`config.mk`:
```
export PLATFORM = sky130hd
export DESIGN_NAME = bullet_arbiter
export DESIGN_NICKNAME = d
export VERILOG_FILES = /design/src/rtl/bullet_arbiter.sv
export SDC_FILE = /design/constraint.sdc
export NUM_CORES = 1
export LEC_CHECK = 0
export ABC_AREA = 0
export BUFFER_PORTS_ARGS = -buffer_cell sky130_fd_sc_hd__buf_4
export CORE_ASPECT_RATIO = 1.75
export CORE_MARGIN = 2
export CORE_UTILIZATION = 50
export CTS_CLUSTER_DIAMETER = 50
export DETAILED_ROUTE_END_ITERATION = 6
export PLACE_DENSITY_LB_ADDON = 0.12
export SLEW_MARGIN = 30
export SYNTH_ARGS = -nofsm -noshare
export SYNTH_HDL_FRONTEND = slang
export SYNTH_SLANG_ARGS = --single-unit
```
`constraint.sdc`:
```
create_clock -name clk -period 7.49 [get_ports clk]
set_input_delay 0.3745 -clock clk [delete_from_list [all_inputs] [get_ports clk]]
set_output_delay 0.3745 -clock clk [all_outputs]
set_load 0.02 [all_outputs]
```
`src/rtl/bullet_arbiter.sv`:
```
// Enemy-tank bullet arbiter. Hands out up to four bullet slots to four tanks
// with round-robin fairness and a per-tank cooldown. Every grant shows up one
// cycle after it is decided.
module bullet_arbiter #(
    parameter int COOLDOWN = 4
) (
    input  logic        clk,
    input  logic        rst_n,
    input  logic        tick_4Hz,
    input  logic        game_en,
    input  logic [3:0]  tank_en,
    input  logic [3:0]  shoot_req,
    input  logic [19:0] tank_xpos,
    input  logic [19:0] tank_ypos,
    input  logic [7:0]  tank_dir,
    input  logic [3:0]  bul_done,
    output logic [3:0]  shoot_ack,
    output logic [3:0]  bul_load,
    output logic [19:0] bul_x,
    output logic [19:0] bul_y,
    output logic [7:0]  bul_dir,
    output logic [3:0]  slot_busy,
    output logic [7:0]  shot_cnt
);

    localparam logic [3:0] CD_LOAD = 4'(COOLDOWN);

    logic [3:0] cd [4];
    logic [1:0] rr_ptr;

    logic [3:0] eligible;
    logic       grant_vld;
    logic [1:0] win;
    logic [1:0] slot;
    logic [3:0] grant_oh;
    logic [3:0] load_oh;

    // Shot counter increment that sticks at 255.
    function automatic logic [7:0] sat_inc(input logic [7:0] v);
        return (v == 8'hFF) ? v : v + 8'd1;
    endfunction

    // A tank may win only if it is alive, cooled down, the game runs and a slot is free.
    always_comb begin
        for (int i = 0; i < 4; i++) begin
            eligible[i] = shoot_req[i] & tank_en[i] & (cd[i] == 4'd0) & game_en & ~(&slot_busy);
        end
    end

    // Round-robin search from rr_ptr; walking backwards lets the closest candidate win last.
    always_comb begin
        logic [1:0] idx;
        grant_vld = 1'b0;
        win       = rr_ptr;
        for (int k = 3; k >= 0; k--) begin
            idx = rr_ptr + 2'(k);
            if (eligible[idx]) begin
                grant_vld = 1'b1;
                win       = idx;
            end
        end
    end

    // Lowest-index free slot; only meaningful when a grant is issued.
    always_comb begin
        slot = 2'd0;
        for (int s = 3; s >= 0; s--) begin
            if (!slot_busy[s]) slot = 2'(s);
        end
        grant_oh = grant_vld ? (4'b0001 << win)  : 4'b0000;
        load_oh  = grant_vld ? (4'b0001 << slot) : 4'b0000;
    end

    // Registered grant pulses and launch parameters of the loaded slot.
    always_ff @(posedge clk or negedge rst_n) begin
        if (!rst_n) begin
            shoot_ack <= '0;
            bul_load  <= '0;
            bul_x     <= '0;
            bul_y     <= '0;
            bul_dir   <= '0;
        end else begin
            shoot_ack <= grant_oh;
            bul_load  <= load_oh;
            if (grant_vld) begin
                bul_x[int'(slot)*5 +: 5]   <= tank_xpos[int'(win)*5 +: 5];
                bul_y[int'(slot)*5 +: 5]   <= tank_ypos[int'(win)*5 +: 5];
                bul_dir[int'(slot)*2 +: 2] <= tank_dir[int'(win)*2 +: 2];
            end
        end
    end

    // Slot occupancy: done frees a slot next cycle, a load claims a free one.
    always_ff @(posedge clk or negedge rst_n) begin
        if (!rst_n) begin
            slot_busy <= '0;
        end else begin
            slot_busy <= (slot_busy & ~bul_done) | load_oh;
        end
    end

    // Per-tank cooldown: disabled tank clears, grant reloads, tick counts down.
    always_ff @(posedge clk or negedge rst_n) begin
        if (!rst_n) begin
            for (int i = 0; i < 4; i++) cd[i] <= '0;
        end else begin
            for (int i = 0; i < 4; i++) begin
                if (!tank_en[i])
                    cd[i] <= '0;
                else if (grant_oh[i])
                    cd[i] <= CD_LOAD;
                else if (tick_4Hz && cd[i] != 4'd0)
                    cd[i] <= cd[i] - 4'd1;
            end
        end
    end

    // Round-robin pointer moves past the winner; shot counter tracks every ack.
    always_ff @(posedge clk or negedge rst_n) begin
        if (!rst_n) begin
            rr_ptr   <= '0;
            shot_cnt <= '0;
        end else if (grant_vld) begin
            rr_ptr   <= win + 2'd1;
            shot_cnt <= sat_inc(shot_cnt);
        end
    end

endmodule

```
# Yosys cells after proc, flatten, opt, wreduce, memory -nomap -nowiden
# Index checks and enable logic that the tools add are counted.
# word_totals
wordCells,116
out_inout_bits,68
inputBits,64
ff_bits,86
# classes
order_cmp,4
n_mux,37
eq_ne,5
reduce_logical,14
n_addsub,11
multipliers,2
bitwise,21
shift,10
# op_table
op,count
$shiftx 5x33->20,2
$mux 4,14
$bwmux 20,2
$neg 3->33,1
$neg 5->33,1
$shift 2x33->8 const A,1
$shift 5x33->20 const A,1
$shiftx 2x33->8,1
$shiftx 20x32->5,1
$shiftx 20x6->5,1
$and 1x1->1,16
$logic_not 4->1,4
$mux 2,8
$reduce_bool 4->1,4
$sub 4x1->4 const B,4
$lt 2x3->1 const B,4
$ne 3x1->1 const B,4
$mul 2x3->5 const B,2
$add 8x1->8 const B,1
$bmux 1 s2,4
$bwmux 8,1
$eq 8x8->1 const B,1
$mux 1,8
$shiftx 8x4->2,1
other kinds (10),17

# Depth between registers and ports, before layout
# Gate-level depths: netlist of the first run.
# logic_depth
depth_word,14
mapped_depth,14
ltp_nobuf,12

# Worst setup path after synthesis of the first run
# OpenSTA, ideal clock, no wires.
# synth_timing
kind,reg2reg
startpoint,register cd[0] (netlist bit)
endpoint,register cd[13] (netlist bit)
synth_period_minus_slack_ns,2.832
path_buffers,1
stages_incl_launch_ff,14
required_time_ns,7.396
setup_slack_ns,4.658
setup_ns,0.094
arrival_ns,2.739
path_cell_list,dfrtp_1 > inv_1 > ha_1 > or3b_4 > or2_2 > a21oi_1 > o211ai_1 > nand2_1 > inv_1 > buf_2 > ha_1 > and2_1 > nand2b_1 > a211oi_1
# synth_between
elab_chain_len,14
elab_cells_between_ends,25
cone_classes,eq/ne (1); shift (1); mux (19); bitwise (3); reduce/logical (1)
# synth_lines
item,line_no,text
from (decl),28,logic [3:0] cd [4];
"from (signal, indexed assignment)",113,cd[i] <= cd[i] - 4'd1;
$logic_not 4->1 *,46,eligible[i] = shoot_req[i] & tank_en[i] & (cd[i] == 4'd0) & game_en & ~(&slot_busy);
$and 1x1->1 * (3 in a row),46,
$bmux 1 s2,57,if (eligible[idx]) begin
$mux 1 (implied by the code),57,
$mux 2 (4 in a row),57,
$shl 1x2->4,70,grant_oh = grant_vld ? (4'b0001 << win) : 4'b0000;
$mux 4 *,70,
net grant_oh[0],35,logic [3:0] grant_oh;
$mux 4,110,else if (grant_oh[i])
$mux 4,108,if (!tank_en[i])
# The timed path passes the listed nets; every way through them passes the cells marked *. The select of a mux whose other input is x is not followed.
# A chain may end at the register's enable or synchronous reset.

# Worst setup path in the final report of the first run
# layout_timing
startpoint,register cd[8] (netlist bit)
endpoint,register bul_y[13]
# layout_between
elab_chain_len,14
elab_cells_between_ends,24
cone_classes,mul (1); shift (2); mux (17); bitwise (3); reduce/logical (1)
# layout_lines
item,line_no,text
$logic_not 4->1 *,46,
$and 1x1->1 * (3 in a row),46,
$bmux 1 s2,57,
$mux 1 (implied by the code),57,
$mux 2 (4 in a row),57,
$mul 2x3->5,87,bul_y[int'(slot)*5 +: 5] <= tank_ypos[int'(win)*5 +: 5];
$shiftx 20x6->5,87,
$shiftx 5x33->20,87,
$bwmux 20,87,
"to (signal, indexed assignment)",87,
to (decl),20,"output logic [19:0] bul_y,"
# Mark *: on every way between the ends. The rest lies on a longest branch, timed or not. The select of a mux whose other input is x is not followed.

==> metrics, run 1 <==
WHS=80.48 ps; Most used DFF post-synth=dfrtp_1; final core utilization=65.27%; Worst-Margin Slew=791.8 ps; Routed Antenna Nets=0; Startpoint Class=register; DPL Wire Length=9441 µm; CTS Sinks=86; Post-synth top cells=dfrtp_1 (86), nand2_1 (61), o221ai_1 (34), inv_1 (24), nor2_1 (23); Placed Cells incl. Taps=651; register area=2152 µm²; crit end category=register; Internal Power=1.248 mW; worst slack, placed=3879 ps; Root Buffer=clkbuf_16; Setup Viol. Count Final=0; final hold violations=0; switching power=0.8466 mW; Worst-path clk slew=60 ps; status=finished clean; critical path type=register to register; wire per inst=19.45 µm; post-route cell area=5861 µm²; top cells by area, synth=dfrtp_1 (47%), o221ai_1 (6.5%), ha_1 (5.2%); Final Power=2.095 mW; Multi-input gate area=2197 µm²; clock latency on the worst-skew pair=340 ps; Synth Register Bits=86; global route total overflow=0; TritonCTS Buffers=9; Comb pwr share=46.9%; crit path cell chain=inv_1, ha_1, or3b_4, or2_1, a41oi_4, nand2_1, nor4_2, nand2_1, o221ai_1; cell mode on critical path=nand2_1; Power per Cell Area=357.4 nW/µm²; antenna violations before repair=0; Cell variety after synth=55; Cell Area, Placed=5577 µm²; Critical Path AT=3930 ps; top-count cell post-synth=dfrtp_1; highest-delay cell along the critical path=nand2_1; Die Y=130.3 µm; Antenna diodes=0; setup ws final=3788 ps; Yosys warnings=0; Die X=76.15 µm; maximum clock rate=270.1 MHz; Mapped Area=4554 µm²; Crit Path Max Fanout=14; Tot GR Track Use=26.58%; H-tree depth=3; slowest stage delay, CP=500 ps; switch share=40.42%; Port Buf Inserts=131; cts repair resizes=0; Syn Inst Count=419; gpl congestion=0.9415; maximum VDD drop=196.1 µV; final period utilization=49.43%; Pins Over Slew Limit=0; number of enable flip-flop cells after synthesis=0; sequential share of power=32.3%; vias in the first global route=3963; sequential area share after synthesis=47.25%; area leader, netlist=dfrtp_1; RSZ-0062 raised after global routing=false; wirelength, routed=12970 µm; clock power share=20.9%; core area=8979 µm²; residual DRC count=0; Initial Util=50.72%; max-cap violations=0; via count=3896; Leak=2.867 nW; post-CTS setup buffer count=0; first-pass GRT wire length=20380 µm; Post-Syn Area per Cell=10.87 µm²; Area growth syn-to-layout=28.68%; die area=9918 µm²; pin count of the biggest net entering global routing=87; number of fill cells=778; area share of the largest cell type after synthesis=47.25%; CTS tree=yes; # hold bufs at CTS=0; clock skew=7.470 ps; worst hold-check path type=input port to async pin; nets@finish=625; I/O Pins=132; clk buf depth=2; Starting DRT DRC Count=210; minimum clock period=3702 ps; Rows=46; post-synth net total=502; first-pass detailed-route iteration total=5; ys async rst share=100.0%; vias per cell=5.841; Setup TNS=0 ps; share of layout cells above drive strength 1=32.54%; Critical Path RT=7720 ps; Max-slew headroom=47.21%; post-layout instance count excluding filler cells=667
==> metal layers <==
metal  wire length [µm]  vias to the layer above  track usage (%)  share of wire, %
li1                   -                     1772                -                 -
met1               4900                     1932            31.35                38
met2               7041                      166            48.53                54
met3                768                       26            4.772               5.9
met4                262                        0            10.05               2.0
met5                  0                        -                0                 0
==> state kept, by name (all words and copies together), names as in the netlist <==
name	flops
bul_y	20
slot_busy	4
bul_dir	8
shot_cnt	8
rr_ptr	2
bul_x	20
bul_load	4
cd	16
shoot_ack	4
==> layout by cell type (no fill, tap or decap), drive strengths merged, types with 4 or more instances in the layout <==
cell type / n
dfrtp: 86
nor2: 24
nand3: 5
o221ai: 34
o21ai: 6
nand4: 4
a21oi: 6
xor2: 5
nand2: 62
inv: 24
nor3: 17
a221o: 11
ha: 19
mux2: 13
and2: 6
nor4: 4
buf: 131
xnor2: 12
mux2i: 25
clkbuf: 12
==> power by group through the flow <==
| stage | combinational, mW | sequential, mW | clock [mW] |
|---|---|---|---|
| after floorplan | 0.632 | 0.753 | 0 |
| after global routing | 1.07 | 0.689 | 0.463 |
| after global placement | 0.953 | 0.679 | 0 |
| after CTS | 0.982 | 0.675 | 0.444 |
| after detailed placement | 0.977 | 0.681 | 0 |
| final | 0.981 | 0.677 | 0.437 |
==> critical path: cells and delay by family (launching register included) <==
kind / cells / cell delay [ps]
simple gates: 5 / 2060
buf+inv: 1 / 110
fa+ha+maj: 1 / 180
compound gates: 2 / 850
flops: 1 / 370
==> path summary, 6_finish.rpt <==
check	start	end	slack, ps	cells after the start
max reg2reg	cd[8]	bul_y[13]	3790	9
min reg2reg	shot_cnt[4]	shot_cnt[4]	500	1
min	rst_n	slot_busy[3]	80	1
max	cd[8]	bul_y[13]	3790	9
min in group clk	bul_done[1]	slot_busy[1]	200	2
max in group asynchronous	rst_n	bul_x[0]	6860	1
==> final cells by class <==
| type | count | share of cell area [%] |
|---|---|---|
| multi-input combinational | 290 | 37.49 |
| sequential | 86 | 36.72 |
| timing repair buffer | 131 | 16.84 |
| clock buffer | 12 | 4.035 |
| tap | 120 | 2.562 |
| inverter | 24 | 1.537 |
| clock inverter | 4 | 0.8113 |
==> kinds of logic (layout without fill, tap and decap cells) <==
| kind of cell | after synthesis | count (layout) | share of synthesized area, % |
|---|---|---|---|
| AO/OA/AOI/OAI | 79 | 79 | 14.89 |
| multiplexers | 38 | 38 | 9.615 |
| flip-flops | 86 | 86 | 47.25 |
| AND/OR/NAND/NOR | 137 | 137 | 15.17 |
| XOR/XNOR | 17 | 17 | 3.269 |
| adder cells (fa/ha/maj) | 19 | 19 | 5.220 |
| buffers and inverters | 43 | 171 | 4.588 |
(Power assumes the default switching activity.)
==> inputs of run 2 (changes only) <==
==> constraint.sdc (replaced) <==
create_clock -name clk -period 3.55 [get_ports clk]
set_input_delay 0.1775 -clock clk [delete_from_list [all_inputs] [get_ports clk]]
set_output_delay 0.1775 -clock clk [all_outputs]
set_load 0.02 [all_outputs]
==> run 2 against run 1 <==
Compared with the run above: via count fell by 0.18%; combinational power rose by 120%; final cell count rose by 1.2%; register-to-register slack got worse by 3600 ps; die area did not move; clock skew fell by 1.5 ps; global-route usage fell by 0.53 points; core utilization rose by 1.4 points; clock power rose by 140%; maximum frequency rose by 10%; clock-buffer cell count rose by 1; largest power group unchanged.
==> metrics, run 2 (same netlist as run 1, synthesis figures left out) <==
nets@finish=633 (was 625); # hold bufs at CTS=1 (was 0); H-tree depth=3 (unchanged); final period utilization=94.54% (was 49.43%); pin count of the biggest net entering global routing=87 (unchanged); register area=2152 µm² (unchanged); Cell Area, Placed=5639 µm² (was 5577 µm²); Routed Antenna Nets=0 (unchanged); worst slack, placed=284.8 ps (was 3879 ps); share of layout cells above drive strength 1=33.69% (was 32.54%); worst hold-check path type=input port to register (was input port to async pin); CTS tree=yes (unchanged); I/O Pins=132 (unchanged); WHS=8.339 ps (was 80.48 ps); vias in the first global route=3927 (was 3963); Leak=2.936 nW (was 2.867 nW); Port Buf Inserts=131 (unchanged); Area growth syn-to-layout=31.40% (was 28.68%); Root Buffer=clkbuf_16 (unchanged); Multi-input gate area=2195 µm² (was 2197 µm²); Worst-Margin Slew=781.3 ps (was 791.8 ps); Pins Over Slew Limit=0 (unchanged); clk buf depth=2 (unchanged); critical path type=register to register (unchanged); r2r startpoint=cd[4] (was cd[8]); DPL Wire Length=9468 µm (was 9441 µm); Die Y=130.3 µm (unchanged); wirelength, routed=12630 µm (was 12970 µm); residual DRC count=0 (unchanged); Critical Path AT=3580 ps (was 3930 ps); biggest regs=bul_x x20, bul_y x20, cd x16 (unchanged); Starting DRT DRC Count=205 (was 210); Final Power=4.619 mW (was 2.095 mW); Tot GR Track Use=26.05% (was 26.58%); min-delay src=bul_done[1]; post-route cell area=5984 µm² (was 5861 µm²); Critical Path RT=3770 ps (was 7720 ps); most frequent cells in the layout=buf_4 (136), dfrtp_1 (86), nand2_1 (61), o221ai_1 (34), inv_1 (24) (was buf_4 (130), dfrtp_1 (86), nand2_1 (61), o221ai_1 (34), inv_1 (24)); CTS Sinks=86 (unchanged); Initial Util=50.72% (unchanged); clock latency on the worst-skew pair=340 ps (about the same); TritonCTS Buffers=9 (unchanged); Worst-path clk slew=60 ps (about the same); Worst Reg-to-Reg Cells=10 (was 9); Max-slew headroom=47.91% (was 47.21%); Startpoint Class=register (unchanged); Die X=76.15 µm (unchanged); Hold Crit Depth=2; first-pass GRT wire length=20020 µm (was 20380 µm); number of fill cells=740 (was 778); max-cap violations=0 (unchanged); vias per cell=5.761 (was 5.841); setup ws final=193.9 ps (was 3788 ps); antenna violations before repair=0 (unchanged); final core utilization=66.65% (was 65.27%); reg2reg end=bul_x[5] (was bul_y[13]); maximum VDD drop=463.2 µV (was 196.1 µV); clock skew=5.934 ps (was 7.470 ps); wire per inst=18.71 µm (was 19.45 µm); gpl congestion=0.9002 (was 0.9415); Rows=46 (unchanged); RSZ-0062 raised after global routing=false (unchanged); Power per Cell Area=771.8 nW/µm² (was 357.4 nW/µm²); most common library cell in the layout ignoring fill and taps=buf_4 (unchanged); final hold violations=0 (unchanged); Setup Viol. Count Final=0 (unchanged); cts repair resizes=0 (unchanged); Antenna diodes=0 (unchanged); first-pass detailed-route iteration total=4 (was 5); maximum clock rate=298.0 MHz (was 270.1 MHz); die area=9918 µm² (unchanged); Placed Cells incl. Taps=658 (was 651); Setup TNS=0 ps (unchanged); post-CTS setup buffer count=0 (unchanged); minimum clock period=3356 ps (was 3702 ps); Crit Path Max Fanout=21 (was 14); global route total overflow=0 (unchanged); Worst R2R Setup Slack=190 ps (was 3790 ps); status=finished clean (unchanged); via count=3889 (was 3896); core area=8979 µm² (unchanged); WHS Endpoint=slot_busy[1]; crit end category=register (unchanged); post-layout instance count excluding filler cells=675 (was 667)
==> run 2: power by group <==
group	leakage [nW]	switching, mW	total (mW)	internal [mW]
clock network	0.166	0.373	1.05	0.673
logic	1.61	1.22	2.15	0.925
registers	1.16	0.208	1.42	1.22
==> run 2: per-layer routing <==
layer  global-route usage (%)  share of wire (%)  vias to the layer above
met1                    29.58                 37                     1899
met2                    46.64                 54                      179
li1                         -                  -                     1782
met5                        0                  0                        -
met4                    13.26                3.3                        0
met3                    5.463                6.1                       29
==> run 2: layout make-up <==
| cell class | count | share of cell area, % |
|---|---|---|
| inverter | 24 | 1.505 |
| clock buffer | 13 | 4.516 |
| multi-input combinational | 290 | 36.67 |
| timing repair buffer | 139 | 17.75 |
| clock inverter | 3 | 1.087 |
| tap | 120 | 2.509 |
| sequential | 86 | 35.96 |
==> run 2: critical path: stages, from the launching register on <==
cell and delay (ps):
dfrtp_1 400, inv_1 90, ha_1 170, nor3b_1 420, nand2_1 260, o2111ai_1 250
and4b_2 670, buf_12 270, mux2i_1 350, nor3_1 100, a221o_1 260
==> run 2: worst max path at each step <==
stage	start	to	depth (start not counted)
after global routing	cd[5]	bul_x[5]	10
after floorplan	cd[0]	cd[13]	13
after detailed placement	cd[4]	bul_x[5]	10
after global placement	cd[4]	bul_y[9]	10
after CTS	cd[4]	bul_x[5]	10
final	cd[4]	bul_x[5]	10
==> inputs of run 3 (changes only) <==
--- a/config.mk
+++ b/config.mk
@@ -12,6 +12,7 @@
 export CORE_UTILIZATION = 50
 export CTS_CLUSTER_DIAMETER = 50
 export DETAILED_ROUTE_END_ITERATION = 6
+export HOLD_SLACK_MARGIN = 0.05
 export PLACE_DENSITY_LB_ADDON = 0.12
 export SLEW_MARGIN = 30
 export SYNTH_ARGS = -nofsm -noshare
==> run 3 against run 2 <==
Compared with the run above: clock power about the same; non-clock buffer count is 3 higher; worst setup slack improved by 19 ps; global-route usage about the same; clock-buffer cell count is the same; combinational power about the same.
==> metrics, run 3 (same netlist as run 1, synthesis figures left out) <==
pin count of the biggest net entering global routing=87 (unchanged); die area=9918 µm² (unchanged); Worst R2R Setup Slack=210 ps (was 190 ps); Area growth syn-to-layout=32.06% (was 31.40%); status=finished clean (unchanged); CTS tree=yes (unchanged); Critical Path AT=3560 ps (was 3580 ps); clock latency on the worst-skew pair=340 ps (about the same); Startpoint Class=register (unchanged); worst hold-check path type=input port to register (unchanged); Die X=76.15 µm (unchanged); crit end category=register (unchanged); critical path type=register to register (unchanged); share of layout cells above drive strength 1=33.51% (was 33.69%); post-CTS setup buffer count=0 (unchanged); minimum clock period=3337 ps (was 3356 ps); most common library cell in the layout ignoring fill and taps=buf_4 (unchanged); biggest regs=bul_x x20, bul_y x20, cd x16 (unchanged); final hold violations=0 (unchanged); Worst-path clk slew=60 ps (about the same); maximum VDD drop=463.1 µV (was 463.2 µV); Setup Viol. Count Final=0 (unchanged); Routed Antenna Nets=0 (unchanged); nets@finish=636 (was 633); Power per Cell Area=767.8 nW/µm² (was 771.8 nW/µm²); CTS Sinks=86 (unchanged); clk buf depth=2 (unchanged); Setup TNS=0 ps (unchanged); Root Buffer=clkbuf_16 (unchanged); vias per cell=5.704 (was 5.761); Port Buf Inserts=131 (unchanged); Antenna diodes=0 (unchanged); global route total overflow=0 (unchanged); gpl congestion=0.9002 (unchanged); Cell Area, Placed=5639 µm² (unchanged); number of fill cells=736 (was 740); register area=2152 µm² (unchanged); Worst-Margin Slew=779.0 ps (was 781.3 ps); Initial Util=50.72% (unchanged); wire per inst=18.71 µm (about the same); final period utilization=94.00% (was 94.54%); Critical Path RT=3770 ps (about the same); antenna violations before repair=0 (unchanged); Die Y=130.3 µm (unchanged); core area=8979 µm² (unchanged); residual DRC count=0 (unchanged); Max-slew headroom=48.07% (was 47.91%); most frequent cells in the layout=buf_4 (136), dfrtp_1 (86), nand2_1 (61), o221ai_1 (34), inv_1 (24) (unchanged); Final Power=4.618 mW (was 4.619 mW); H-tree depth=3 (unchanged); worst slack, placed=284.8 ps (unchanged); via count=3867 (was 3889); Tot GR Track Use=26.10% (was 26.05%); post-route cell area=6015 µm² (was 5984 µm²); DPL Wire Length=9468 µm (unchanged); first-pass GRT wire length=20060 µm (was 20020 µm); TritonCTS Buffers=9 (unchanged); clock skew=5.829 ps (was 5.934 ps); maximum clock rate=299.7 MHz (was 298.0 MHz); I/O Pins=132 (unchanged); Pins Over Slew Limit=0 (unchanged); first-pass detailed-route iteration total=4 (unchanged); Multi-input gate area=2195 µm² (unchanged); vias in the first global route=3938 (was 3927); WHS=88.56 ps (was 8.339 ps); RSZ-0062 raised after global routing=false (unchanged); wirelength, routed=12690 µm (was 12630 µm); Crit Path Max Fanout=21 (unchanged); setup ws final=212.8 ps (was 193.9 ps); Rows=46 (unchanged); Leak=2.948 nW (was 2.936 nW); Starting DRT DRC Count=210 (was 205); max-cap violations=0 (unchanged)
[run 3: final timing paths]
kind,start,end,cells past startpoint
worst max register to register,cd[4],bul_x[5],10
min in group asynchronous,rst_n,cd[9],2
worst min register to register,bul_dir[6],bul_dir[6],2
worst max-delay path,cd[4],bul_x[5],10
max in group asynchronous,rst_n,cd[2],2
worst min-delay path,tank_en[2],cd[6],2
[run 3: repair_timing]
item | CTS | global route
hold buffers | 4 | 0
resized for setup | 0 | 0
hold endpoints to repair | 89 | 0
[run 3: final cells by class]
type	instances	share of cell area (%)
well taps	120	2.496
clock buffers	13	4.493
multi-input cells	290	36.49
clock inverters	3	1.082
inverters	24	1.498
flip-flops and latches	86	35.78
repair buffers	142	18.16
[run 3: metrics by stage]
stage	std cells	utilization, %
global route	678	66.99
global placement	658	62.76
CTS	678	66.99
floorplan	419	-
finish	678	66.99
detailed placement	658	62.81
[run 3: where the power goes]
| group | switching [mW] | internal (mW) | total, mW |
|---|---|---|---|
| Sequential | 0.207 | 1.22 | 1.42 |
| Combinational | 1.22 | 0.927 | 2.15 |
| Clock | 0.373 | 0.673 | 1.05 |
| Total | 1.80 | 2.82 | 4.62 |
[run 3: routing by layer]
| layer | vias to the layer above | part of all wire, % | wire length [µm] | global-route usage (%) |
|---|---|---|---|---|
| met5 | - | 0 | 0 | 0 |
| met4 | 0 | 3.0 | 380 | 13.26 |
| met3 | 23 | 6.3 | 800 | 5.463 |
| met2 | 185 | 54 | 6913 | 46.80 |
| met1 | 1873 | 36 | 4589 | 29.58 |
| li1 | 1786 | - | - | - |
[run 3: critical path, stage by stage (launching register included)]
cell and delay [ps]:
dfrtp_1 400, inv_1 90, ha_1 170, nor3b_1 400, nand2_1 250, o2111ai_1 250, and4b_2 670, buf_12 270
mux2i_1 350, nor3_1 100, a221o_1 260
